**src/rtl/ten_gig_tx_arbiter_pkg.sv**
```systemverilog
// Shared types and constants for the 10G transmit arbiter slice.
package ten_gig_tx_arbiter_pkg;

    localparam int unsigned DEF_DATA_W = 64;
    localparam int unsigned DEF_USER_W = 32;
    localparam int unsigned CNT_W      = 16;

    typedef enum logic [2:0] {
        ST_IDLE,
        ST_ARB,
        ST_FWD0,
        ST_FWD1,
        ST_DRAIN0,
        ST_DRAIN1
    } arb_state_t;

endpackage

```
**src/rtl/ten_gig_rr_sel.sv**
```systemverilog
// Two-input round-robin selector: a lone requester wins, otherwise the
// source not served last wins.
module ten_gig_rr_sel (
    input  logic [1:0] req,
    input  logic       last_served,
    output logic [1:0] gnt
);

    always_comb begin
        gnt = '0;
        case (req)
            2'b01:   gnt = 2'b01;
            2'b10:   gnt = 2'b10;
            2'b11:   gnt = last_served ? 2'b01 : 2'b10;
            default: gnt = '0;
        endcase
    end

endmodule

```
**src/rtl/ten_gig_tx_arbiter.sv**
```systemverilog
// Packet-granular two-source arbiter feeding the 10G MAC transmit stream,
// with drain-on-link-down and per-source/drop packet counters.
module ten_gig_tx_arbiter
    import ten_gig_tx_arbiter_pkg::*;
#(
    parameter int P_DATA_W       = DEF_DATA_W,
    parameter int P_USER_W       = DEF_USER_W,
    parameter int P_DROP_ON_DOWN = 1
) (
    input  logic                  i_xgmii_clk,
    input  logic                  i_xgmii_rst_n,
    input  logic                  i_block_sync,
    input  logic                  i_pcs_rx_link,
    input  logic [P_DATA_W-1:0]   s0_axis_tdata,
    input  logic [P_USER_W-1:0]   s0_axis_tuser,
    input  logic [P_DATA_W/8-1:0] s0_axis_tkeep,
    input  logic                  s0_axis_tlast,
    input  logic                  s0_axis_tvalid,
    output logic                  s0_axis_tready,
    input  logic [P_DATA_W-1:0]   s1_axis_tdata,
    input  logic [P_USER_W-1:0]   s1_axis_tuser,
    input  logic [P_DATA_W/8-1:0] s1_axis_tkeep,
    input  logic                  s1_axis_tlast,
    input  logic                  s1_axis_tvalid,
    output logic                  s1_axis_tready,
    output logic [P_DATA_W-1:0]   m_axis_tdata,
    output logic [P_USER_W-1:0]   m_axis_tuser,
    output logic [P_DATA_W/8-1:0] m_axis_tkeep,
    output logic                  m_axis_tlast,
    output logic                  m_axis_tvalid,
    input  logic                  m_axis_tready,
    output logic [CNT_W-1:0]      o_pkt_cnt0,
    output logic [CNT_W-1:0]      o_pkt_cnt1,
    output logic [CNT_W-1:0]      o_drop_cnt,
    output logic [1:0]            o_grant
);

    arb_state_t       state, state_nxt;
    logic             last_served, last_served_nxt;
    logic [CNT_W-1:0] pkt_cnt0, pkt_cnt0_nxt;
    logic [CNT_W-1:0] pkt_cnt1, pkt_cnt1_nxt;
    logic [CNT_W-1:0] drop_cnt, drop_cnt_nxt;
    logic [1:0]       sel;
    logic             link_up;
    logic             end0, end1;

    assign link_up = i_block_sync & i_pcs_rx_link;
    assign end0    = s0_axis_tvalid & s0_axis_tready & s0_axis_tlast;
    assign end1    = s1_axis_tvalid & s1_axis_tready & s1_axis_tlast;

    ten_gig_rr_sel u_rr_sel (
        .req         ({s1_axis_tvalid, s0_axis_tvalid}),
        .last_served (last_served),
        .gnt         (sel)
    );

    // Counters and pointer are rewritten every cycle from their next values.
    always_ff @(posedge i_xgmii_clk or negedge i_xgmii_rst_n) begin
        if (!i_xgmii_rst_n) begin
            state       <= ST_IDLE;
            last_served <= 1'b1;
            pkt_cnt0    <= '0;
            pkt_cnt1    <= '0;
            drop_cnt    <= '0;
        end else begin
            state       <= state_nxt;
            last_served <= last_served_nxt;
            pkt_cnt0    <= pkt_cnt0_nxt;
            pkt_cnt1    <= pkt_cnt1_nxt;
            drop_cnt    <= drop_cnt_nxt;
        end
    end

    always_comb begin
        state_nxt = state;
        case (state)
            ST_IDLE: begin
                if (s0_axis_tvalid || s1_axis_tvalid) state_nxt = ST_ARB;
            end
            ST_ARB: begin
                if (sel == 2'b00)             state_nxt = ST_IDLE;
                else if (link_up)             state_nxt = sel[0] ? ST_FWD0 : ST_FWD1;
                else if (P_DROP_ON_DOWN != 0) state_nxt = sel[0] ? ST_DRAIN0 : ST_DRAIN1;
                else                          state_nxt = ST_IDLE;
            end
            ST_FWD0, ST_DRAIN0: if (end0) state_nxt = ST_IDLE;
            ST_FWD1, ST_DRAIN1: if (end1) state_nxt = ST_IDLE;
            default: state_nxt = ST_IDLE;
        endcase
    end

    always_comb begin
        m_axis_tdata   = '0;
        m_axis_tuser   = '0;
        m_axis_tkeep   = '0;
        m_axis_tlast   = 1'b0;
        m_axis_tvalid  = 1'b0;
        s0_axis_tready = 1'b0;
        s1_axis_tready = 1'b0;
        o_grant        = 2'b00;
        case (state)
            ST_FWD0: begin
                m_axis_tdata   = s0_axis_tdata;
                m_axis_tuser   = s0_axis_tuser;
                m_axis_tkeep   = s0_axis_tkeep;
                m_axis_tlast   = s0_axis_tlast;
                m_axis_tvalid  = s0_axis_tvalid;
                s0_axis_tready = m_axis_tready;
                o_grant        = 2'b01;
            end
            ST_FWD1: begin
                m_axis_tdata   = s1_axis_tdata;
                m_axis_tuser   = s1_axis_tuser;
                m_axis_tkeep   = s1_axis_tkeep;
                m_axis_tlast   = s1_axis_tlast;
                m_axis_tvalid  = s1_axis_tvalid;
                s1_axis_tready = m_axis_tready;
                o_grant        = 2'b10;
            end
            ST_DRAIN0: begin
                s0_axis_tready = 1'b1;
                o_grant        = 2'b01;
            end
            ST_DRAIN1: begin
                s1_axis_tready = 1'b1;
                o_grant        = 2'b10;
            end
            default: ;
        endcase
    end

    // tready is only ever high for the owning source, so end0/end1 imply ownership.
    always_comb begin
        last_served_nxt = last_served;
        pkt_cnt0_nxt    = pkt_cnt0;
        pkt_cnt1_nxt    = pkt_cnt1;
        drop_cnt_nxt    = drop_cnt;
        if (end0) last_served_nxt = 1'b0;
        if (end1) last_served_nxt = 1'b1;
        if (state == ST_FWD0 && end0) pkt_cnt0_nxt = pkt_cnt0 + CNT_W'(1);
        if (state == ST_FWD1 && end1) pkt_cnt1_nxt = pkt_cnt1 + CNT_W'(1);
        if ((state == ST_DRAIN0 && end0) || (state == ST_DRAIN1 && end1))
            drop_cnt_nxt = drop_cnt + CNT_W'(1);
    end

    assign o_pkt_cnt0 = pkt_cnt0;
    assign o_pkt_cnt1 = pkt_cnt1;
    assign o_drop_cnt = drop_cnt;

endmodule

```
**config.mk**
```make
export PLATFORM = sky130hd
export DESIGN_NAME = ten_gig_tx_arbiter
export DESIGN_NICKNAME = d
export VERILOG_FILES = /design/src/rtl/ten_gig_tx_arbiter_pkg.sv /design/src/rtl/ten_gig_rr_sel.sv /design/src/rtl/ten_gig_tx_arbiter.sv
export SDC_FILE = /design/constraint.sdc
export NUM_CORES = 1
export LEC_CHECK = 0
export ABC_CLOCK_PERIOD_IN_PS = 2300
export BUFFER_PORTS_ARGS = -buffer_cell sky130_fd_sc_hd__buf_2
export CAP_MARGIN = 20
export CORE_AREA = 2 2 145 147
export CTS_BUF_LIST = sky130_fd_sc_hd__clkbuf_4
export CTS_CLUSTER_SIZE = 28
export DETAILED_ROUTE_END_ITERATION = 12
export DIE_AREA = 0 0 147 149
export MAX_ROUTING_LAYER = met4
export PLACE_DENSITY_LB_ADDON = 0.15
export SETUP_SLACK_MARGIN = 0.3
export SYNTH_ARGS = -nofsm -noshare
export SYNTH_HDL_FRONTEND = slang
export SYNTH_SLANG_ARGS = --single-unit
```
**constraint.sdc**
```tcl
create_clock -name i_xgmii_clk -period 2.3 [get_ports i_xgmii_clk]
set_clock_uncertainty 0.2 [all_clocks]
set_input_delay 0.115 -clock i_xgmii_clk [delete_from_list [all_inputs] [get_ports i_xgmii_clk]]
set_output_delay 0.115 -clock i_xgmii_clk [all_outputs]
set_load 0.02 [all_outputs]
```
==> flow_results.org <==
** Placement
- The wire-length estimate of the detail-placed layout is 18100 um.
- The congestion estimate from routability-driven global placement came to ~0.86.
- Post-Place Cell Area :: approximately 5800 sq um
- Count of buffers from port buffering :: approximately 370

** Synth
- The number of nets in the synthesized netlist is between 500 and 600.
- Cells taking the most area after synthesis :: dfrtp_1 36%, a22o_1 26%, xnor2_1 6.4%
- Yosys printed 0 warnings.
- For this run, the register share of the synthesized area comes to 0.368.
- Area fraction of the dominant cell type after synthesis :: 0.360
- The mapped netlist covers around 3500 sq um.
- Instance count of the mapped netlist :: 359
- The number of different library cells used by synthesis comes to 38.
- Avg Synthesized Cell Area :: roughly 10 sq um
- The biggest area contributor in the post-synthesis netlist is dfrtp_1.
- Flop and latch count out of synthesis :: 52

** Critical path
- Data arrives at the worst endpoint at between 1.5 and 2 ns.
- Critical path peak fanout :: 15
- Worst reg2reg path endpoint :: o_pkt_cnt0[1]
- The worst setup path is launched from a flip-flop.
- Crit Reg-Reg Startpoint :: state[0]
- Critical path type :: flip-flop to output pin
- The most critical setup path has its startpoint at state[2].
- Setup slack on the worst reg-to-reg path comes out at around 0.41 ns.
- Capture point of the critical path :: m_axis_tdata[41]
- Required @ worst endpoint :: roughly 2.0 ns
- Measured in cells, the most critical reg-to-reg path has a length of 5.
- Worst setup EP type :: output pin

** Power and ir drop
- Logic gate share of total power :: 0.652
- Of the total power, registers draw 0.250.
- Switching share of total power :: 0.431
- IR analysis of the VDD net gives a maximum drop of about 0.00026 V.
- Leakage power :: 3.60 nW
- For this design the ratio of total power to cell area is between 600 and 700 nW/um^2.
- Power after layout :: approximately 4.4 mW
- Net Sw Power :: between 1.5 and 2 mW
- Internal power :: approximately 2.5 mW
- Relative contribution of the clock network to total power :: 0.098

** Cells and area
- Number of nets in the finished design :: a little under 1000
- Relative to the synthesized area, the layout overhead comes to 92.9%.
- Summing all non-filler instances in the final layout gives an area of roughly 6800 sq um.
- Of the cells placed in the final design, the portion with a size suffix greater than 1 is 0.581.
- Fill cell count :: around 2200

** Floorplan
- Die Span Y :: ~150 um
- The die covers roughly 22000 sq um.
- The core region is 20600 sq um.
- The initial utilization of the core area, before any placement, comes to 0.172.
- After floorplanning, the core was divided into 53 placement rows.
- In this run the count of I/O pins placed on the die edge is 375.
- Die X :: around 150 um

** Drt
- DRT iter0 DRCs :: between 200 and 250
- The routed layout has between 4000 and 5000 vias.
- Routed len/inst :: 20.8 um
- In the routed design, unresolved DRC markers number 0.
- Final wirelength :: 22100 um
- Via count normalized by instance count :: approximately 4.4
- Before antenna repair, the detailed router went through 4 iterations.
- In this run the remaining antenna-violating nets after routing total 0.

** CTS
- Clock latency on the worst-skew pair :: ~0.37 ns
- Worst-path clk slew :: ~0.17 ns
- TritonCTS built the clock tree.
- CTS HTree Levels :: 2
- CTS placed an instance of clkbuf_4 at the clock tree root.
- For this design, the sink count on the clock tree is 52.
- Clock tree synthesis inserted a total of 5 buffers.
- In this run the deepest clock path goes through 2 buffers.

** STA
- Total negative slack :: 0 ns
- Setup violations remaining at the end of the flow were counted as 0.
- Timing-limited maximum frequency :: approximately 480 MHz
- Relative max-transition margin :: 0.538
- The number of pins exceeding their max-slew limit in the final report is 0.
- Measured slew at the worst slew-check pin :: 0.693 ns
- The clock period could shrink to ~2.1 ns.
- Setup repair after global routing could not meet its margin everywhere.
- The final hold violation count was 0.
- Dividing the final minimum period by the clock period gives 0.913.

** Global routing
- The first global-routing pass estimated 29700 um of wire.
- For this run, the total global-route usage over all layers was measured as 0.188.
- Via count of the first global-routing pass :: between 4000 and 5000
- Entering global routing, the biggest net connects 53 pins.
- The initial antenna violation count was 35.
- After global routing the overflow that remains totals 0.

** Run status
- Status :: completed

** Run
- Max-cap violations in this run came to 0.

** Worst hold path
- The path class of the tightest hold or removal check is input port to flip-flop.
-- through the flow --
| step | hold WS [ns] | worst slack [ns] | utilization | cells |
|---|---|---|---|---|
| final | 0.0457 | 0.200 | 0.332 | 1065 |
| after CTS | 0.0243 | 0.191 | 0.317 | 1024 |
| after detailed placement | 0.0927 | 0.327 | 0.284 | 996 |
| after global placement | 0.108 | 0.344 | 0.284 | 996 |
| after global routing | 0.0500 | 0.134 | 0.332 | 1064 |
| after floorplan | -0.381 | 0.501 | - | 359 |
-- layout by cell type, fill, tap and decap left out, types with 8 or more instances in the layout --
| cell | n |
|---|---|
| xnor2_1 | 26 |
| dfrtp_1 | 50 |
| buf_6 | 34 |
| diode_2 | 33 |
| buf_2 | 278 |
| dlygate4sd3_1 | 8 |
| nor2_1 | 16 |
| nand4_1 | 15 |
| buf_4 | 78 |
| nand2_1 | 22 |
| a22o_1 | 102 |
| nand3_1 | 13 |
| nor3_1 | 8 |
| xor2_1 | 19 |
-- worst max-delay path, cell delays in order (launching register included) --
cell and delay [ns]:
dfrtp_1 0.41, nand2b_4 0.17, nor2_4 0.14, buf_12 0.16, buf_12 0.16, a22o_1 0.21
buf_4 0.17
-- kinds of logic after synthesis --
kind of cell / after synthesis / share of synthesized area
DFF: 52 / 0.368
AOI/OAI and AO/OA: 120 / 0.291
xor gates and xnor gates: 45 / 0.111
buffers and inverters: 30 / 0.0371
muxes: 3 / 0.00954
and+or+nand+nor: 106 / 0.172
adders and majority gates: 3 / 0.0106
-- state kept, by name (all words and copies together), names as in the netlist --
name,flops
last_served,1
o_drop_cnt,16
o_pkt_cnt0,16
o_pkt_cnt1,16
state,3
-- cells in the mapped netlist (all sizes together) --
| library cell | instances |
|---|---|
| nand2b | 2 |
| a21oi | 4 |
| mux2 | 3 |
| nand3b | 3 |
| dfstp | 1 |
| a31oi | 2 |
| dfrtp | 51 |
| nor4 | 3 |
| nor2 | 19 |
| and4 | 2 |
| nor3 | 9 |
| or3 | 1 |
| ha | 3 |
| nand4 | 15 |
| xnor2 | 26 |
| nand2 | 22 |
| nand3 | 15 |
| o31ai | 1 |
| xor2 | 19 |
| nand4b | 3 |
| nor2b | 1 |
| inv | 4 |
| o21ai | 4 |
| nor3b | 1 |
| a22oi | 1 |
| and3 | 7 |
| clkbuf | 13 |
| and3b | 3 |
| a32oi | 1 |
| a22o | 106 |
| buf | 13 |
| a2111oi | 1 |
-- final cells by class --
cell class	count	area, sq um	share of cell area
repair buffers	416	2840	0.415
multi-input cells	277	2190	0.321
flip-flops and latches	52	1300	0.191
well taps	275	344	0.0504
diodes	33	82.6	0.0121
clock buffers	6	45.0	0.00659
inverters	4	15.0	0.00220
clock inverters	2	11.3	0.00165
-- layer usage --
layer	global-route usage	part of all wire
met3	0.153	0.17
met5	-	0
met1	0.225	0.42
met2	0.255	0.41
met4	0.0149	0.0065
-- power groups by stage --
stage	Clock (mW)	Combinational [mW]	Sequential [mW]
2_1_floorplan	0	1.27	1.15
3_3_place_gp	0	2.27	1.13
3_5_place_dp	0	2.25	1.13
4_1_cts	0.460	2.71	1.11
5_1_grt	0.496	3.05	1.12
6_report	0.434	2.88	1.10
-- worst min path at each step --
stage             startpoint            end  slack, ns  cells past startpoint
2_1_floorplan  i_xgmii_rst_n  o_drop_cnt[0]      -0.38                      0
4_1_cts         i_block_sync       state[2]       0.02                      5
6_report        i_block_sync       state[2]       0.05                      5
3_3_place_gp   i_xgmii_rst_n  o_pkt_cnt1[3]       0.11                      2
5_1_grt         i_block_sync       state[2]       0.05                      5
3_5_place_dp   i_xgmii_rst_n  o_pkt_cnt1[5]       0.09                      2
-- repair_timing --
item / 4_1_cts / 5_1_grt
endpoints found under the hold margin: 53 / 0
hold buffers: 8 / 0
resized for setup: 117 / 40
setup endpoints to repair: 108 / 122
pin swaps: 17 / 7
setup buffers: 9 / 5
gates cloned: 3 / 3
Note: power is estimated with default switching activity, not from simulation.
